--- src/rtl/cpu_run_monitor_if.sv ---
// Trace drain port of cpu_run_monitor: head-of-FIFO entry, occupancy and pop handshake.
// The monitor drives the master side; a consumer (software bridge or bench) uses slave.
interface cpu_run_monitor_if #(
  parameter int unsigned ADDR_W      = 16,
  parameter int unsigned DATA_W      = 16,
  parameter int unsigned TRACE_DEPTH = 16
);
  localparam int unsigned EntryW = ADDR_W + 2 * DATA_W;
  localparam int unsigned LevelW = $clog2(TRACE_DEPTH) + 1;

  logic              trace_valid;
  logic [EntryW-1:0] trace_data;
  logic              trace_ready;
  logic [LevelW-1:0] trace_level;

  modport master (
    output trace_valid,
    output trace_data,
    output trace_level,
    input  trace_ready
  );

  modport slave (
    input  trace_valid,
    input  trace_data,
    input  trace_level,
    output trace_ready
  );
endinterface

--- src/rtl/cpu_run_monitor.sv ---
// Run controller beside the CPU: bounds a run by cycle budget, detects halt opcode or PC stall,
// and records every PC change into a first-word-fall-through trace FIFO.
module cpu_run_monitor #(
  parameter int unsigned ADDR_W      = 16,
  parameter int unsigned DATA_W      = 16,
  parameter int unsigned TRACE_DEPTH = 16,
  parameter int unsigned MAX_CYCLES  = 300,
  parameter int unsigned STALL_LIMIT = 4,
  parameter logic [3:0]  HALT_OPCODE = 4'hF,
  parameter int unsigned CNT_W       = 16
) (
  input  logic              clk,
  input  logic              reset,
  input  logic              start,
  input  logic [DATA_W-1:0] inst,
  input  logic [3:0]        opcode,
  input  logic [ADDR_W-1:0] currentPC,
  input  logic [DATA_W-1:0] res,
  output logic              running,
  output logic              done,
  output logic [1:0]        halt_cause,
  output logic [CNT_W-1:0]  cycle_count,
  output logic [CNT_W-1:0]  retired_count,
  output logic              overflow,
  cpu_run_monitor_if.master trace
);

  localparam int unsigned EntryW = ADDR_W + 2 * DATA_W;
  localparam int unsigned LevelW = $clog2(TRACE_DEPTH) + 1;
  localparam int unsigned PtrW   = $clog2(TRACE_DEPTH);
  localparam int unsigned StallW = $clog2(STALL_LIMIT + 1);

  typedef enum logic [1:0] {StIdle, StRun, StHalted, StTimeout} state_e;

  state_e              state_q, state_d;
  logic [1:0]          cause_q, cause_d;
  logic [CNT_W-1:0]    cycle_q, cycle_d;
  logic [CNT_W-1:0]    retired_q, retired_d;
  logic                overflow_q, overflow_d;
  logic [StallW-1:0]   stall_q, stall_d;
  logic                first_q, first_d;
  logic [ADDR_W-1:0]   pc_q, pc_d;
  logic                running_q, done_q;

  logic [EntryW-1:0]   mem_q [TRACE_DEPTH];
  logic [PtrW-1:0]     wptr_q, rptr_q;
  logic [LevelW-1:0]   level_q, level_d;

  logic push_req, pop, full, flush, wr_en;

  assign flush    = start && (state_q != StRun);
  assign push_req = (state_q == StRun) && (first_q || (currentPC != pc_q));
  assign full     = (level_q == LevelW'(TRACE_DEPTH));
  assign pop      = trace.trace_ready && (level_q != '0) && !flush;
  // A full FIFO still accepts a push when the head leaves on the same edge.
  assign wr_en    = push_req && (!full || pop);

  always_comb begin
    state_d    = state_q;
    cause_d    = cause_q;
    cycle_d    = cycle_q;
    retired_d  = retired_q;
    overflow_d = overflow_q;
    stall_d    = stall_q;
    first_d    = first_q;
    pc_d       = pc_q;
    unique case (state_q)
      StIdle, StHalted, StTimeout: begin
        if (start) begin
          state_d    = StRun;
          cause_d    = 2'b00;
          cycle_d    = '0;
          retired_d  = '0;
          overflow_d = 1'b0;
          stall_d    = '0;
          first_d    = 1'b1;
        end
      end
      StRun: begin
        if (cycle_q != '1) cycle_d = cycle_q + 1'b1;
        if (push_req) begin
          if (retired_q != '1) retired_d = retired_q + 1'b1;
          if (full && !pop) overflow_d = 1'b1;
          stall_d = '0;
        end else begin
          stall_d = stall_q + 1'b1;
        end
        pc_d    = currentPC;
        first_d = 1'b0;
        if (opcode == HALT_OPCODE) begin
          state_d = StHalted;
          cause_d = 2'b01;
        end else if (!push_req && (stall_q == StallW'(STALL_LIMIT - 1))) begin
          state_d = StHalted;
          cause_d = 2'b10;
        end else if (cycle_q == CNT_W'(MAX_CYCLES - 1)) begin
          state_d = StTimeout;
          cause_d = 2'b11;
        end
      end
      default: state_d = StIdle;
    endcase
  end

  always_comb begin
    level_d = level_q;
    if (flush) begin
      level_d = '0;
    end else begin
      level_d = level_q + LevelW'(wr_en) - LevelW'(pop);
    end
  end

  always_ff @(posedge clk or posedge reset) begin
    if (reset) begin
      state_q    <= StIdle;
      cause_q    <= 2'b00;
      cycle_q    <= '0;
      retired_q  <= '0;
      overflow_q <= 1'b0;
      stall_q    <= '0;
      first_q    <= 1'b0;
      pc_q       <= '0;
      running_q  <= 1'b0;
      done_q     <= 1'b0;
      wptr_q     <= '0;
      rptr_q     <= '0;
      level_q    <= '0;
    end else begin
      state_q    <= state_d;
      cause_q    <= cause_d;
      cycle_q    <= cycle_d;
      retired_q  <= retired_d;
      overflow_q <= overflow_d;
      stall_q    <= stall_d;
      first_q    <= first_d;
      pc_q       <= pc_d;
      running_q  <= (state_d == StRun);
      done_q     <= (state_d == StHalted) || (state_d == StTimeout);
      level_q    <= level_d;
      if (flush) begin
        wptr_q <= '0;
        rptr_q <= '0;
      end else begin
        if (wr_en) wptr_q <= wptr_q + 1'b1;
        if (pop)   rptr_q <= rptr_q + 1'b1;
      end
    end
  end

  // Storage needs no reset: level_q gates every read.
  always_ff @(posedge clk) begin
    if (wr_en) mem_q[wptr_q] <= {currentPC, inst, res};
  end

  assign running           = running_q;
  assign done              = done_q;
  assign halt_cause        = cause_q;
  assign cycle_count       = cycle_q;
  assign retired_count     = retired_q;
  assign overflow          = overflow_q;
  assign trace.trace_valid = (level_q != '0);
  assign trace.trace_data  = mem_q[rptr_q];
  assign trace.trace_level = level_q;

endmodule
--- src/flat_wrapper.sv ---
// flat-port wrapper written by rule: the top's interface ports become plain ports
module cpu_run_monitor_flat 
#(
  parameter int unsigned ADDR_W      = 16,
  parameter int unsigned DATA_W      = 16,
  parameter int unsigned TRACE_DEPTH = 16,
  parameter int unsigned MAX_CYCLES  = 300,
  parameter int unsigned STALL_LIMIT = 4,
  parameter logic [3:0]  HALT_OPCODE = 4'hF,
  parameter int unsigned CNT_W       = 16
)
  (clk, reset, start, inst, opcode, currentPC, res, running, done, halt_cause, cycle_count, retired_count, overflow, trace_trace_valid, trace_trace_data, trace_trace_level, trace_trace_ready);
  cpu_run_monitor_if #(.ADDR_W(ADDR_W), .DATA_W(DATA_W), .TRACE_DEPTH(TRACE_DEPTH)) trace_i ();
  input  logic clk;
  input  logic reset;
  input  logic start;
  input  logic [DATA_W-1:0] inst;
  input  logic [3:0] opcode;
  input  logic [ADDR_W-1:0] currentPC;
  input  logic [DATA_W-1:0] res;
  output logic running;
  output logic done;
  output logic [1:0] halt_cause;
  output logic [CNT_W-1:0] cycle_count;
  output logic [CNT_W-1:0] retired_count;
  output logic overflow;
  output wire logic [$bits(trace_i.trace_valid)-1:0] trace_trace_valid;
  output wire logic [$bits(trace_i.trace_data)-1:0] trace_trace_data;
  output wire logic [$bits(trace_i.trace_level)-1:0] trace_trace_level;
  input wire logic [$bits(trace_i.trace_ready)-1:0] trace_trace_ready;
  assign trace_trace_valid = trace_i.trace_valid;
  assign trace_trace_data = trace_i.trace_data;
  assign trace_trace_level = trace_i.trace_level;
  assign trace_i.trace_ready = trace_trace_ready;
  cpu_run_monitor #(.ADDR_W(ADDR_W), .DATA_W(DATA_W), .TRACE_DEPTH(TRACE_DEPTH), .MAX_CYCLES(MAX_CYCLES), .STALL_LIMIT(STALL_LIMIT), .HALT_OPCODE(HALT_OPCODE), .CNT_W(CNT_W)) u_core (.clk(clk), .reset(reset), .start(start), .inst(inst), .opcode(opcode), .currentPC(currentPC), .res(res), .running(running), .done(done), .halt_cause(halt_cause), .cycle_count(cycle_count), .retired_count(retired_count), .overflow(overflow), .trace(trace_i));
endmodule
--- config.mk ---
export PLATFORM = sky130hd
export DESIGN_NAME = cpu_run_monitor_flat
export DESIGN_NICKNAME = d
export VERILOG_FILES = /design/src/rtl/cpu_run_monitor_if.sv /design/src/rtl/cpu_run_monitor.sv /design/src/flat_wrapper.sv
export SDC_FILE = /design/constraint.sdc
export NUM_CORES = 1
export LEC_CHECK = 0
export ABC_AREA = 1
export BUFFER_PORTS_ARGS = -buffer_cell sky130_fd_sc_hd__clkbuf_2
export CORE_MARGIN = 1.5
export CORE_UTILIZATION = 24
export CTS_BUF_LIST = sky130_fd_sc_hd__clkbuf_8 sky130_fd_sc_hd__clkbuf_16
export DETAILED_ROUTE_END_ITERATION = 7
export PLACE_DENSITY_LB_ADDON = 0.05
export SETUP_SLACK_MARGIN = 0.05
export SYNTH_ARGS = -nofsm -noshare
export SYNTH_HDL_FRONTEND = slang
export SYNTH_SLANG_ARGS = --single-unit
--- constraint.sdc ---
create_clock -name clk -period 3.45 [get_ports clk]
set_input_delay 0.345 -clock clk [delete_from_list [all_inputs] [get_ports clk]]
set_output_delay 0.345 -clock clk [all_outputs]
set_load 0.005 [all_outputs]
# Word level (Yosys, flattened, before mapping)
# Memories as Yosys holds them, arrays and structs flattened.
# Index checks and enable logic that the tools add are counted.
# word_totals
regBits	72
latch_bits	0
mem_bits_rw	768
mem_bits_ro	0
in_bits	56
word_cells	96
mem_count	1
# op_classes
n_addsub	7
multipliers	0
div_mod_pow	0
n_lt_le_gt_ge	0
n_eq_ne	20
shifts	0
n_mux	32
bitwise_logic	0
n_reduce_logical	23
# memory_table
name	words	width	rd	rd_clocked_by_memory_dff	write_ports	line_no	source
u_core.mem_q	16	48	1	0	1	cpu_run_monitor.sv:45	logic [EntryW-1:0] mem_q [TRACE_DEPTH];
# op_table
operator	n
two-way mux 16 bit	4
case mux 16 bit (2 select lines)	2
adder 16 x 1 -> 16 bit, second input constant	2
!= test 16 bit, second input constant	2
equality test 16 x 9 -> 1 bit, second input constant	1
two-way mux 2 bit	8
two-way mux 4 bit	4
!= test 16 bit	1
adder 4 x 1 -> 4 bit, second input constant	2
equality test 2 bit, second input constant	4
!= test 2 bit, second input constant	4
case mux 2 bit (2 select lines)	2
logical AND 1 bit	7
two-way mux 1 bit	6
two-way mux 3 bit	2
case mux 3 bit (2 select lines)	1
AND reduction 3 bit	2
adder 5 x 1 -> 5 bit	1
equality test 5 bit, second input constant	1
two-way mux 5 bit	1
nonzero test 5 bit	1
subtractor 5 x 1 -> 5 bit	1
equality test 2 x 1 -> 1 bit, second input constant	2
equality test 4 bit, second input constant	1
11 further kinds	20

# Longest topological paths before layout
# logic_depth
depth_word	10
depth_mapped	20
ltp_nobuf	20

# Least setup slack after synthesis
# Ideal clock, no wire load.
# synth_timing
kind	register to register
start	register u_core.level_q[2] (netlist: u_core.trace.trace_level[2])
end	memory u_core.mem_q[0][0] in the netlist's numbering (enable)
t_arrival_ns	3.359
required_ns	2.996
slack_ns	-0.362
path_stages_with_launch	12
n_path_buf	0
path_cell_list	dfrtp_1 > inv_1 > ha_1 > nand2_1 > nor2_1 > nand2_1 > nand3_1 > nand3_1 > nand2_2 > inv_2 > nand2_1 > nor2_1
# synth_via
elab_chain_cells	7
word_cells_on_any_way	9
# synth_rtl
element	line_no	source
from (decl)	cpu_run_monitor.sv:47	logic [LevelW-1:0] level_q, level_d;
from (signal assigned)	cpu_run_monitor.sv:140	level_q <= level_d;
nonzero test 5 bit	--	
net trace_trace_valid	flat_wrapper.sv:27	output wire logic [$bits(trace_i.trace_valid)-1:0] trace_trace_valid;
logical AND 1 bit (2 in a row)	cpu_run_monitor.sv:54	assign pop = trace.trace_ready && (level_q != '0) && !flush;
logical OR 1 bit	cpu_run_monitor.sv:56	assign wr_en = push_req && (!full || pop);
logical AND 1 bit	cpu_run_monitor.sv:56	
two-way mux 1 bit	cpu_run_monitor.sv:153	if (wr_en) mem_q[wptr_q] <= {currentPC, inst, res};
two-way mux 1 bit (implied by the code)	cpu_run_monitor.sv:153	
to (decl)	cpu_run_monitor.sv:45	
# The timed path passes the listed nets, and every way through them passes these cells.

# Worst setup path in the final report
# layout_timing
start	register u_core.rptr_q[0]
end	output port trace_trace_data[29]
# layout_via
elab_chain_cells	1
# layout_rtl
element	line_no	source
from (decl)	cpu_run_monitor.sv:46	logic [PtrW-1:0] wptr_q, rptr_q;
from (signal assigned)	cpu_run_monitor.sv:146	if (pop) rptr_q <= rptr_q + 1'b1;
memory read (16 x 48 bit)	--	
to (decl)	flat_wrapper.sv:28	output wire logic [$bits(trace_i.trace_data)-1:0] trace_trace_data;
# Every way passes these cells.

==> summary.md <==
| Metric | Value |
|---|---|
| Fraction of the mapped netlist area in simple logic gates | 9.31% |
| Sequential power share | 38.0% |
| Initial Util | 24.2% |
| First-pass GRT wire length | 167000 microns |
| Switching part of the total | 35.9% |
| Die area | 0.143 sq mm |
| ANT nets after route | 0 |
| IO Port Bufs | 146 |
| Die width | 378 microns |
| Critical path startpoint category | flop |
| Number of max-cap violations | 0 |
| Boundary Pins | 147 |
| # rows | 137 |
| CTS clk-pin slew, worst paths | 0.06 ns |
| Least-Margin Pin Slew | 1.18 ns |
| Crit path max fanout | 65 |
| Setup violations, final | 0 |
| Syn Inst Count | 2700 |
| Syn_nets | 2772 |
| Post-synthesis register bit count | 839 |
| Hold Vio Cnt, Final | 0 |
| Largest net degree at the start of global routing | 107 |
| Seq. cell area | 0.0249 sq mm |
| Gr ovfl total | 0 |
| DRT Pass-1 Iters | 5 |
| Final worst path period share | 95.4% |
| Avg Cell Area, Syn | 12.5 sq um |
| Clock sink count | 839 |
| Post-DP Area | 0.0375 sq mm |
| Yosys warns | 0 |
| VDD IR max | 0.333 mV |
| H-tree levels | 3 |
| Post-DP HPWL | 69500 microns |
| Largest family of logic cells by synthesized area | compound AO/OA/AOI/OAI gates |
| Post-synthesis async set-or-reset flop share | 8.46% |
| Vias in the first global route | 23338 |
| CTS Buf Count | 101 |
| Share of cells above drive strength 1 | 15.7% |
| Setup WS pre-CTS | 0.0858 ns |
| RSZ-0062 raised after global routing | yes |
| DRC viols | 0 |
| Post-synthesis compound-gate area fraction | 12.7% |
| Fin worst setup slack | 0.160 ns |
| Fin nets | 2978 |
| Status | finished clean |
| DR iter-0 viols | 1579 |
| Post-synthesis mux area share | 0% |
| Placed Cells | 4666 |
| Fin cells | 4864 |
| Crit. End Element | output pin |
| Xor-xnor portion of the synthesized cell area | 0.570% |
| Area of the core | 0.140 sq mm |
| Clock network power share | 30.4% |
| Crit path kind | flop to output pin |
| Max Freq | 304 MHz |
| Area of the multi-input gates | 0.00806 sq mm |
| Main synth FF type | edfxtp_1 |
| Post-Synth Adder-Cell Area | 0.614% |
| Leak | 14.1 nW |
| CTS root buffer | clkbuf_16 |
| Initial antenna violation count | 2 |
| Final Power | 33.3 mW |
| Clock buffer depth | 3 |
| CP required | 3.11 ns |
| GP Congestion | 0.772 |
| Pwr dens | 814 mW/mm^2 |
| Yosys cell types | 45 |
| Tot GR Track Use | 16.0% |
| Hold WC Path Type | primary input to flop |
| Synth area leaders | edfxtp_1 68%, o21ai_0 6.6%, nor2_1 5.8% |
| Int Power | 21.3 mW |
| Min Tclk post-route | 3.29 ns |
| Drt total wl | 115000 microns |
| Combinational share of power | 31.7% |
| Area grow syn2layout | 21.0% |
| Post-synth EDFFs | 768 |
| Via count | 22392 |
| CTS tree | built |
| Drt wl/cell | 23.7 microns |
| Die Height | 378 microns |
| Final slew viol count | 0 |
| Synth top area share | 68.2% |
| Max_slew headroom | 21.3% |
| Hold Slack | 0.0710 ns |
| Clock Latency Late Sink | 0.68 ns |
| Net switching power | 11.9 mW |
| Data arrival time of the critical path | 2.94 ns |
| Fin area | 0.0409 sq mm |
| Clock skew | 0.0265 ns |
| Top cell type by total area after synthesis | edfxtp_1 |
| Post-Syn Area | 0.0338 sq mm |
| Register area share after synthesis | 73.5% |
| Via-per-instance ratio | 4.60 |
| Fill cell count | 14189 |
-- metrics by stage --
| stage | utilization, % | TNS, ns |
|---|---|---|
| after floorplan | - | -243.18 |
| after global placement | 26.8 | 0 |
| after detailed placement | 26.8 | 0 |
| after CTS | 29.2 | 0 |
| after global routing | 29.3 | 0 |
| final | 29.3 | 0 |
-- power groups by stage --
stage          combinational, mW  sequential, mW  clock (mW)
2_1_floorplan               5.72            12.7           0
3_3_place_gp                10.7            12.9           0
3_5_place_dp                10.6            12.9           0
4_1_cts                     10.8            12.6        10.5
5_1_grt                     11.7            12.7        10.8
6_report                    10.5            12.6        10.1
-- logic make-up after synthesis --
logic type | count (synthesis)
DFF | 839
and+or+nand+nor | 787
AOI/OAI and AO/OA | 781
buffers and inverters | 255
xor gates and xnor gates | 22
adders and majority gates | 16
-- state kept, by name, indices dropped and copies added, names as in the netlist, 2 cells and up --
signal                    flops
u_core.wptr_q                 4
u_core.rptr_q                 4
u_core.trace.trace_level      5
u_core.stall_q                3
u_core.cycle_count           16
u_core.mem_q                768
u_core.pc_q                  16
u_core.retired_count         16
u_core.halt_cause             2
-- final timing paths --
check                                            startpoint                   end  slack (ns)  cells past startpoint
worst min register to register               u_core.pc_q[4]        u_core.pc_q[4]        0.49                      2
max in group asynchronous                             reset        u_core.pc_q[3]        2.67                      4
worst min-delay path                      trace_trace_ready      u_core.rptr_q[0]        0.07                      3
worst max register to register  u_core.trace.trace_level[2]   u_core.mem_q[2][16]        0.31                     12
worst max-delay path                       u_core.rptr_q[0]  trace_trace_data[29]        0.16                      8
min in group asynchronous                             reset       u_core.pc_q[12]        0.11                      3
-- layout make-up --
class,count,area share [%]
antenna,3,0.0184
clock buffer,105,6.37
clock inverter,77,1.25
inverter,86,0.893
multi-input combinational,1606,19.7
sequential,839,60.8
tap,1876,5.74
timing repair buffer,272,5.24
-- layer usage --
metal	track usage [%]	part of all wire [%]	vias up
met2	27.2	49	435
met4	4.09	1.8	0
met1	21.3	46	11524
met5	0	0	-
li1	-	-	10308
met3	2.28	3.7	125
-- cells in the mapped netlist (all sizes together), types with 17 or more instances --
| library cell | n |
|---|---|
| clkbuf | 98 |
| o22ai | 231 |
| inv | 85 |
| nand3 | 37 |
| edfxtp | 768 |
| o21ai | 498 |
| dfrtp | 71 |
| xor2 | 17 |
| buf | 71 |
| a21oi | 34 |
| nand2 | 194 |
| nor2 | 523 |
-- layout by cell type (no fill, tap or decap), types with 26 or more instances in the layout --
cell type,netlist,routed
a21oi_1,34,34
buf_4,9,79
buf_12,1,29
nand2_1,191,191
nor2_1,518,501
inv_1,77,100
nand3_1,34,34
clkbuf_16,0,103
edfxtp_1,768,768
clkinv_1,1,26
o22ai_1,229,218
dfrtp_1,71,67
clkbuf_2,7,146
o21ai_1,43,44
o21ai_0,447,445
-- critical path: stages (launching register included) --
cell	delay (ns)
dfrtp_4	0.59
clkinv_16	0.21
buf_16	0.27
buf_12	0.18
nor2_1	0.05
o22ai_1	0.19
a21oi_1	0.13
a22oi_1	0.37
clkbuf_2	0.19
-- what timing repair did --
action / CTS / global route
resized for setup: 18 / 14
hold buffers: 9 / 0
endpoints found under the hold margin: 87 / 0
setup buffers: 3 / 1
setup endpoints to repair: 39 / 20
No activity file was read; power rests on OpenSTA's default activity.
